==> src/rtl/spi_mult_frame_engine_if.sv <==
// Frame-level handshake between the SPI slave shift logic and the multiply engine.
// The master side drives received frames and tx completion; the slave side returns results and status.
interface spi_mult_frame_engine_if;
  logic        rx_valid;
  logic [15:0] mosi_reg_data;
  logic        tx_done;
  logic [15:0] miso_reg_data;
  logic        busy;
  logic        result_valid;
  logic        overrun_err;

  modport master (
    output rx_valid,
    output mosi_reg_data,
    output tx_done,
    input  miso_reg_data,
    input  busy,
    input  result_valid,
    input  overrun_err
  );

  modport slave (
    input  rx_valid,
    input  mosi_reg_data,
    input  tx_done,
    output miso_reg_data,
    output busy,
    output result_valid,
    output overrun_err
  );
endinterface

==> src/rtl/spi_mult_frame_engine.sv <==
// Two-frame SPI multiplier: receives A then B, runs a 16-step shift-add, returns P high then low.
// Define MULT_SIGNED_EN for a two's-complement multiply; otherwise operands and product are unsigned.
module spi_mult_frame_engine (
  input  logic                        clk,
  input  logic                        reset,
  spi_mult_frame_engine_if.slave      bus
);
  localparam int DATA_W = 16;

`ifdef MULT_SIGNED_EN
  localparam bit SIGNED_EN = 1'b1;
`else
  localparam bit SIGNED_EN = 1'b0;
`endif

  typedef enum logic [2:0] {IDLE, GET_B, MULT, SEND_HI, SEND_LO} state_t;

  state_t              state;
  state_t              state_next;
  logic [DATA_W-1:0]   op_a;
  logic [DATA_W-1:0]   op_b;
  logic [2*DATA_W-1:0] prod;
  logic [3:0]          step;
  logic                overrun;

  logic [DATA_W-1:0]   a_mag;
  logic [DATA_W-1:0]   b_mag;
  logic [2*DATA_W-1:0] partial;
  logic [2*DATA_W-1:0] prod_sum;
  logic [2*DATA_W-1:0] prod_final;
  logic                neg_result;

  function automatic logic [DATA_W-1:0] magnitude(input logic [DATA_W-1:0] v);
    return (SIGNED_EN && v[DATA_W-1]) ? (~v + 16'd1) : v;
  endfunction

  function automatic logic [2*DATA_W-1:0] apply_sign(input logic [2*DATA_W-1:0] mag,
                                                     input logic neg);
    return neg ? (~mag + 32'd1) : mag;
  endfunction

  // Shift-add step: the first step starts from zero so the product register needs no clear outside MULT.
  always_comb begin
    a_mag      = magnitude(op_a);
    b_mag      = magnitude(op_b);
    partial    = b_mag[step] ? ({16'd0, a_mag} << step) : 32'd0;
    prod_sum   = ((step == 4'd0) ? 32'd0 : prod) + partial;
    neg_result = SIGNED_EN && (op_a[DATA_W-1] ^ op_b[DATA_W-1]);
    prod_final = apply_sign(prod_sum, neg_result);
  end

  always_ff @(posedge clk) begin
    if (reset) state <= IDLE;
    else       state <= state_next;
  end

  always_comb begin
    state_next = state;
    case (state)
      IDLE:    if (bus.rx_valid) state_next = GET_B;
      GET_B:   if (bus.rx_valid) state_next = MULT;
      MULT:    if (step == 4'd15) state_next = SEND_HI;
      SEND_HI: if (bus.tx_done) state_next = SEND_LO;
      SEND_LO: if (bus.tx_done) state_next = bus.rx_valid ? GET_B : IDLE;
      default: state_next = IDLE;
    endcase
  end

  // Operand, product and error registers.
  always_ff @(posedge clk) begin
    if (reset) begin
      op_a    <= '0;
      op_b    <= '0;
      prod    <= '0;
      step    <= '0;
      overrun <= 1'b0;
    end else begin
      case (state)
        IDLE: begin
          if (bus.rx_valid) op_a <= bus.mosi_reg_data;
        end
        GET_B: begin
          if (bus.rx_valid) begin
            op_b <= bus.mosi_reg_data;
            step <= 4'd0;
          end
        end
        MULT: begin
          step <= step + 4'd1;
          prod <= (step == 4'd15) ? prod_final : prod_sum;
        end
        SEND_LO: begin
          if (bus.rx_valid && bus.tx_done) op_a <= bus.mosi_reg_data;
        end
        default: ;
      endcase
      if (bus.rx_valid && ((state == MULT) || (state == SEND_HI) ||
                           ((state == SEND_LO) && !bus.tx_done)))
        overrun <= 1'b1;
    end
  end

  always_comb begin
    bus.busy          = (state == MULT) || (state == SEND_HI) || (state == SEND_LO);
    bus.result_valid  = (state == SEND_HI) || (state == SEND_LO);
    bus.overrun_err   = overrun;
    bus.miso_reg_data = '0;
    if (state == SEND_HI)      bus.miso_reg_data = prod[2*DATA_W-1:DATA_W];
    else if (state == SEND_LO) bus.miso_reg_data = prod[DATA_W-1:0];
  end
endmodule

==> src/flat_wrapper.sv <==
// flat-port wrapper written by rule: the top's interface ports become plain ports
module spi_mult_frame_engine_flat 
  (clk, reset, bus_rx_valid, bus_mosi_reg_data, bus_tx_done, bus_miso_reg_data, bus_busy, bus_result_valid, bus_overrun_err);
  spi_mult_frame_engine_if bus_i ();
  input  logic clk;
  input  logic reset;
  input wire logic [$bits(bus_i.rx_valid)-1:0] bus_rx_valid;
  input wire logic [$bits(bus_i.mosi_reg_data)-1:0] bus_mosi_reg_data;
  input wire logic [$bits(bus_i.tx_done)-1:0] bus_tx_done;
  output wire logic [$bits(bus_i.miso_reg_data)-1:0] bus_miso_reg_data;
  output wire logic [$bits(bus_i.busy)-1:0] bus_busy;
  output wire logic [$bits(bus_i.result_valid)-1:0] bus_result_valid;
  output wire logic [$bits(bus_i.overrun_err)-1:0] bus_overrun_err;
  assign bus_i.rx_valid = bus_rx_valid;
  assign bus_i.mosi_reg_data = bus_mosi_reg_data;
  assign bus_i.tx_done = bus_tx_done;
  assign bus_miso_reg_data = bus_i.miso_reg_data;
  assign bus_busy = bus_i.busy;
  assign bus_result_valid = bus_i.result_valid;
  assign bus_overrun_err = bus_i.overrun_err;
  spi_mult_frame_engine u_core (.clk(clk), .reset(reset), .bus(bus_i));
endmodule
==> config.mk <==
export PLATFORM = sky130hd
export DESIGN_NAME = spi_mult_frame_engine_flat
export DESIGN_NICKNAME = d
export VERILOG_FILES = /design/src/rtl/spi_mult_frame_engine_if.sv /design/src/rtl/spi_mult_frame_engine.sv /design/src/flat_wrapper.sv
export SDC_FILE = /design/constraint.sdc
export NUM_CORES = 1
export LEC_CHECK = 0
export ABC_AREA = 1
export ABC_CLOCK_PERIOD_IN_PS = 2750
export BUFFER_PORTS_ARGS = -buffer_cell sky130_fd_sc_hd__buf_2
export CAP_MARGIN = 20
export CORE_MARGIN = 3
export CORE_UTILIZATION = 57
export DETAILED_ROUTE_END_ITERATION = 8
export HOLD_SLACK_MARGIN = 0.02
export PLACE_DENSITY = 0.81
export SLEW_MARGIN = 20
export SYNTH_ARGS = -nofsm -noshare
export SYNTH_HDL_FRONTEND = slang
export SYNTH_SLANG_ARGS = --single-unit
==> constraint.sdc <==
create_clock -name clk -period 2.75 [get_ports clk]
set_input_delay 0.275 -clock clk [delete_from_list [all_inputs] [get_ports clk]]
set_output_delay 0.275 -clock clk [all_outputs]
set_load 0.005 [all_outputs]
* After elaboration in Yosys (flattened, before gate mapping)
Cells that the tools add are included.
** Operators by class
- Add/subtract/negate cells :: 2
- $lt $le $gt $ge :: 1
- Equal/unequal tests :: 11
- Shift operators :: 1
- Mux-type cells :: 18
- Reductions and logical operators :: 16
** Operator list (number)
- $mux 16 :: 4
- $mux 32 :: 2
- $add 32x32->32 :: 1
- $pmux 16 s2 :: 1
- $shl 16x4->32 :: 1
- $mux 3 :: 5
- $pmux 3 s5 :: 1
- $ne 2x2->1 const B :: 4
- $pmux 4 s2 :: 1
- $eq 3x2->1 const B :: 2
- $lt 4x5->1 const B :: 1
- $reduce_and 5->1 :: 1
- $add 4x1->4 const B :: 1
- $bmux 1 s4 :: 1
- $eq 4x4->1 const B :: 1
- $logic_not 4->1 :: 1
- $logic_or 1x1->1 :: 4
- $mux 4 :: 1
- $ne 2x1->1 const B :: 2
- $reduce_and 2->1 :: 2
- $reduce_bool 2->1 :: 2
- $eq 3x1->1 const B :: 1
- $eq 3x3->1 const B :: 1
- $logic_and 1x1->1 :: 3
- other kinds (4) :: 5
** Word-level totals
- Flip-flop bits (word level) :: 72
- Input bits :: 20
- Output and inout port bits :: 19
- Logic and storage cells :: 55

* Logic depth before layout (Yosys ltp)
- Word-level depth :: 4
- Mapped depth :: 25
- Gate-level depth less buffers :: 24

* Least setup slack after synthesis
Ideal clock, no wire load.
- Path kind :: reg-to-reg
- From :: register u_core.step[1]
- To :: register u_core.prod[14]
- Library setup time :: 115 ps
- Data arrival time :: 2818 ps
- Data required time :: 2635 ps
- Setup slack :: -184 ps
- Cell stages (with the launch flop) :: 19
- Path buffers :: 2
- Period minus slack after synthesis :: 2934 ps
- Cells stage by stage :: dfxtp_1 -> inv_1 -> buf_2 -> ha_1 -> nand2_1 -> nor2_1 -> clkbuf_1 -> nor2_1 -> ha_1 -> fa_1 -> nand3_1 -> nand3_1 -> nand2_1 -> nand2_1 -> nand2_1 -> nand2_1 -> xor2_1 -> o21ai_0 -> inv_1
** On the way
- Word-level cells in the longest chain between the ends :: 4
- Elaborated cells between the ends (all ways) :: 7
- Classes of those cells :: 1 x add/sub; 1 x shift; 4 x mux; 1 x reduce/logical
** RTL lines
- from (decl) :: line spi_mult_frame_engine.sv:23 : logic [3:0] step;
- from (signal assigned) :: line spi_mult_frame_engine.sv:89 : step <= step + 4'd1;
- $bmux 1 s4 :: line spi_mult_frame_engine.sv:46 : partial = b_mag[step] ? ({16'd0, a_mag} << step) : 32'd0;
- $mux 1 (not written as such) :: line spi_mult_frame_engine.sv:46
- $mux 32 :: line spi_mult_frame_engine.sv:46
- $add 32x32->32 * :: line spi_mult_frame_engine.sv:47 : prod_sum = ((step == 4'd0) ? 32'd0 : prod) + partial;
- to (signal assigned) :: line spi_mult_frame_engine.sv:90 : prod <= (step == 4'd15) ? prod_final : prod_sum;
- to (decl) :: line spi_mult_frame_engine.sv:22 : logic [2*DATA_W-1:0] prod;
Mark *: on every way between the ends. The rest lies on a longest branch, timed or not. The select of a mux whose other input is x is not followed.
A chain may end at the register's enable or synchronous reset.

* Worst setup path in the final report
- From :: register u_core.step[0]
- To :: register u_core.prod[25]
The elaborated chain is that of the path after synthesis.

==> flow_metrics.py <==
metrics = {
    "status": {
        "violations": "setup timing",
        "outcome": "finished with violations",
    },
    "cts": {
        "tritoncts": "yes",
        "clk_pin_slew_ns": 0.06,
        "clock_latency_ns": 0.36,
        "cts_made_buffers": 9,
        "clockBufferDepth": 2,
        "cts_root_buf": "clkbuf_16",
        "htree_levels": 3,
        "clock-sinks": 72,
        "cts_hold_buf": 0,
    },
    "timing": {
        "period_share_pct": 120,
        "grt_setup_unrepaired": "yes",
        "relSlewSlack_pct": 40.3,
        "finalHoldViolCount": 0,
        "drv_slew": 0,
        "skew_ns": 0.00772,
        "setup_viol": 28,
        "tightest_slew_ns": 0.893,
        "min_period_ns": 3.31,
        "fmax_mhz": 302,
        "setup_ws_ns": -0.560,
    },
    "power": {
        "irDropWorstVdd_mv": 0.593,
        "p_per_area_mw_per_mm2": 396,
        "p_leak_uw": 0.00472,
    },
    "detailed_routing": {
        "viasPerCell": 6.15,
        "vias": 8842,
        "drt-total-wl_mm": 28.4,
        "dr.pass1.iters": 8,
        "wire_per_inst_um": 19.8,
        "ant_nets": 0,
        "drt-initial-drc-count": 1347,
        "drc": 0,
    },
    "global_routing": {
        "grt_pass1_vias": 7051,
        "overflow": 0,
        "grt_usage_pct": 33.7,
        "antenna_found_initial": 0,
        "grt_start_max_net_pins": 45,
        "grt_pass1_wl_mm": 34.2,
    },
    "cells_and_area": {
        "area_growth_syn_to_layout_pct": 44.9,
        "final_layout_size_suffix_gt1_share_pct": 36.3,
        "fin_nets": 1347,
        "fin_util_pct": 85.0,
        "design_area_mm2": 0.00930,
        "insertedDiodeCount": 0,
    },
    "die": {
        "io_pins": 39,
        "core.rowCount": 38,
        "die_y_um": 112,
        "coreArea_mm2": 0.0109,
        "dieArea_mm2": 0.0126,
        "die-width_um": 112,
        "start_util_pct": 58.6,
    },
    "critical_path": {
        "cp_data_arrival_time_ns": 3.58,
        "crit_start": "u_core.step[0]$_SDFFE_PP0P_",
        "cp-endpoint": "u_core.prod[25]$_SDFFE_PP0P_",
        "worstSetupEndpointType": "flop",
        "reg2reg_slack_ns": -0.56,
        "reg2reg_depth": 21,
        "worstSetupStartpointType": "flop",
        "path_class": "flop to flop",
        "required_ns": 3.02,
        "rr_startpoint": "u_core.step[0]$_SDFFE_PP0P_",
        "cp_max_fo": 7,
        "r2r_end": "u_core.prod[25]$_SDFFE_PP0P_",
    },
    "yosys": {
        "synth_cell_types": 35,
        "synthFlopType": "dfxtp_1",
        "yosysWarnings": 0,
        "synthArstFlopShare_pct": 0,
        "avgSynthCellArea_um2": 5.56,
        "synth-edff-count": 0,
        "ys_ff_latch": 72,
        "netlist.area_leader.share_pct": 22.5,
        "synth-seq-area-share_pct": 22.5,
        "yosys-top-cells-area": "dfxtp_1 (22%), nand2_1 (20%), inv_1 (13%), nor2_1 (8.4%), o21ai_0 (7.9%)",
        "yosysTopAreaCell": "dfxtp_1",
        "syn_inst": 1154,
        "synthesis.area_mm2": 0.00641,
        "syn-num-nets": 1208,
    },
    "placed_design": {
        "place_congestion": 1.03,
        "io_buffers": 38,
        "placed_cell_area_mm2": 0.00734,
        "hpwl_mm": 15.5,
    },
    "min_path": {
        "hold_path_class": "input port to flop",
    },
    "run": {
        "maxCapViolCount": 0,
    },
}
cell type report:
class / count / area, µm²
clock inverters: 7 / 103
well taps: 140 / 175
multi-input cells: 817 / 5170
flip-flops and latches: 72 / 1450
repair buffers: 169 / 1320
inverters: 224 / 851
fillers: 599 / 1640
clock buffers: 9 / 225
cell usage in the layout, fill, tap and decap left out, drive strengths merged:
cell type and n:
a21o 2, nand2 342, nand3b 3, nand3 42, inv 225, clkinvlp 3
xor2 13, mux2i 2, o21a 6, a31oi 1, clkbuf 11, ha 33
clkinv 1, o21ai 111, nor3 9, nor2 145, buf 167, o211ai 1
bufinv 2, nor4 1, o221ai 2, nand4 3, and2 4, a21oi 77
fa 1, o22ai 18, dfxtp 72, xnor2 1
synthesized netlist by cell type, types with 5 or more instances:
cell	number
a21oi_1	77
buf_2	9
buf_6	5
clkbuf_1	25
dfxtp_1	72
ha_1	33
inv_1	219
nand2_1	340
nand3_1	41
nor2_1	143
nor3_1	9
o21a_1	6
o21ai_0	101
o21ai_1	8
o22ai_1	18
xor2_1	13
registers in the layout, summed over array words and instances, names as in the netlist:
signal                  cells
u_core.step                 4
u_core.bus.overrun_err      1
u_core.state                3
u_core.a_mag               16
u_core.b_mag               16
u_core.prod                32
report_power, final:
part | internal (µW) | leakage, µW | total (µW) | switching, µW
clock | 803 | 0.000150 | 1330 | 523
combinational | 423 | 0.00398 | 1130 | 710
sequential | 1150 | 0.000590 | 1220 | 72.5
total | 2370 | 0.00472 | 3680 | 1310
worst min path at each step:
stage,startpoint,end,slack (ns),depth (start not counted)
2_1_floorplan,bus_rx_valid,u_core.state[0]$_SDFFE_PP0P_,0.41,2
3_3_place_gp,u_core.bus.overrun_err$_SDFFE_PP0P_,u_core.bus.overrun_err$_SDFFE_PP0P_,0.44,2
3_5_place_dp,u_core.bus.overrun_err$_SDFFE_PP0P_,u_core.bus.overrun_err$_SDFFE_PP0P_,0.45,2
4_1_cts,bus_mosi_reg_data[12],u_core.b_mag[12]$_SDFFE_PP0P_,0.18,3
5_1_grt,bus_mosi_reg_data[13],u_core.b_mag[13]$_SDFFE_PP0P_,0.21,3
6_report,bus_mosi_reg_data[12],u_core.b_mag[12]$_SDFFE_PP0P_,0.17,3
logic make-up (layout without fill, tap and decap cells):
| family | Yosys count | count (layout) | share of synthesized area, % |
|---|---|---|---|
| muxes | 2 | 2 | 0.312 |
| adders and majority gates | 34 | 34 | 6.75 |
| buffers and inverters | 266 | 409 | 16.3 |
| DFF | 72 | 72 | 22.5 |
| and+or+nand+nor | 548 | 549 | 33.9 |
| xor gates and xnor gates | 14 | 14 | 1.91 |
| AOI/OAI and AO/OA | 218 | 218 | 18.3 |
per-layer routing:
metal,up-vias,wire length [µm],GRT usage [%],share of wire [%]
li1,3871,-,-,-
met1,3907,10100,45.3,35
met2,781,12300,53.3,43
met3,283,3680,7.28,13
met4,0,2340,12.7,8.2
met5,-,0,0,0
metrics by stage:
stage	setup TNS (ns)	setup slack, ns	instances	hold slack [ns]	total power [µW]
floorplan	0	0.0241	1154	0.412	1710
finish	-9.27	-0.560	1438	0.174	3680
global placement	-3.13	-0.322	1389	0.439	1940
detailed placement	-4.22	-0.323	1389	0.445	1950
CTS	-1.14	-0.0966	1414	0.182	3310
global route	-12.11	-0.633	1438	0.213	3810
critical path: stages, from the launching register on:
cell and delay, ns:
dfxtp_4 0.49, clkbuf_16 0.22, nand2_1 0.08, o21ai_1 0.18, mux2i_2 0.16, nand2_1 0.15
o21ai_2 0.08, buf_4 0.14, nand2_1 0.06, o21ai_1 0.09, nand2_1 0.12, inv_2 0.10
ha_4 0.34, nand2_4 0.09, nor2_4 0.15, nand2_1 0.17, nor2_1 0.18, nand2_2 0.10
nand3_2 0.09, nand3_2 0.09, nand2_1 0.08, inv_1 0.04
repair_timing:
| item | CTS | global route |
|---|---|---|
| pin swaps | 26 | 84 |
| resized for setup | 98 | 296 |
| setup buffers | 7 | 22 |
| gates cloned | 2 | 2 |
| setup endpoints to repair | 25 | 28 |
(Power assumes the default switching activity.)
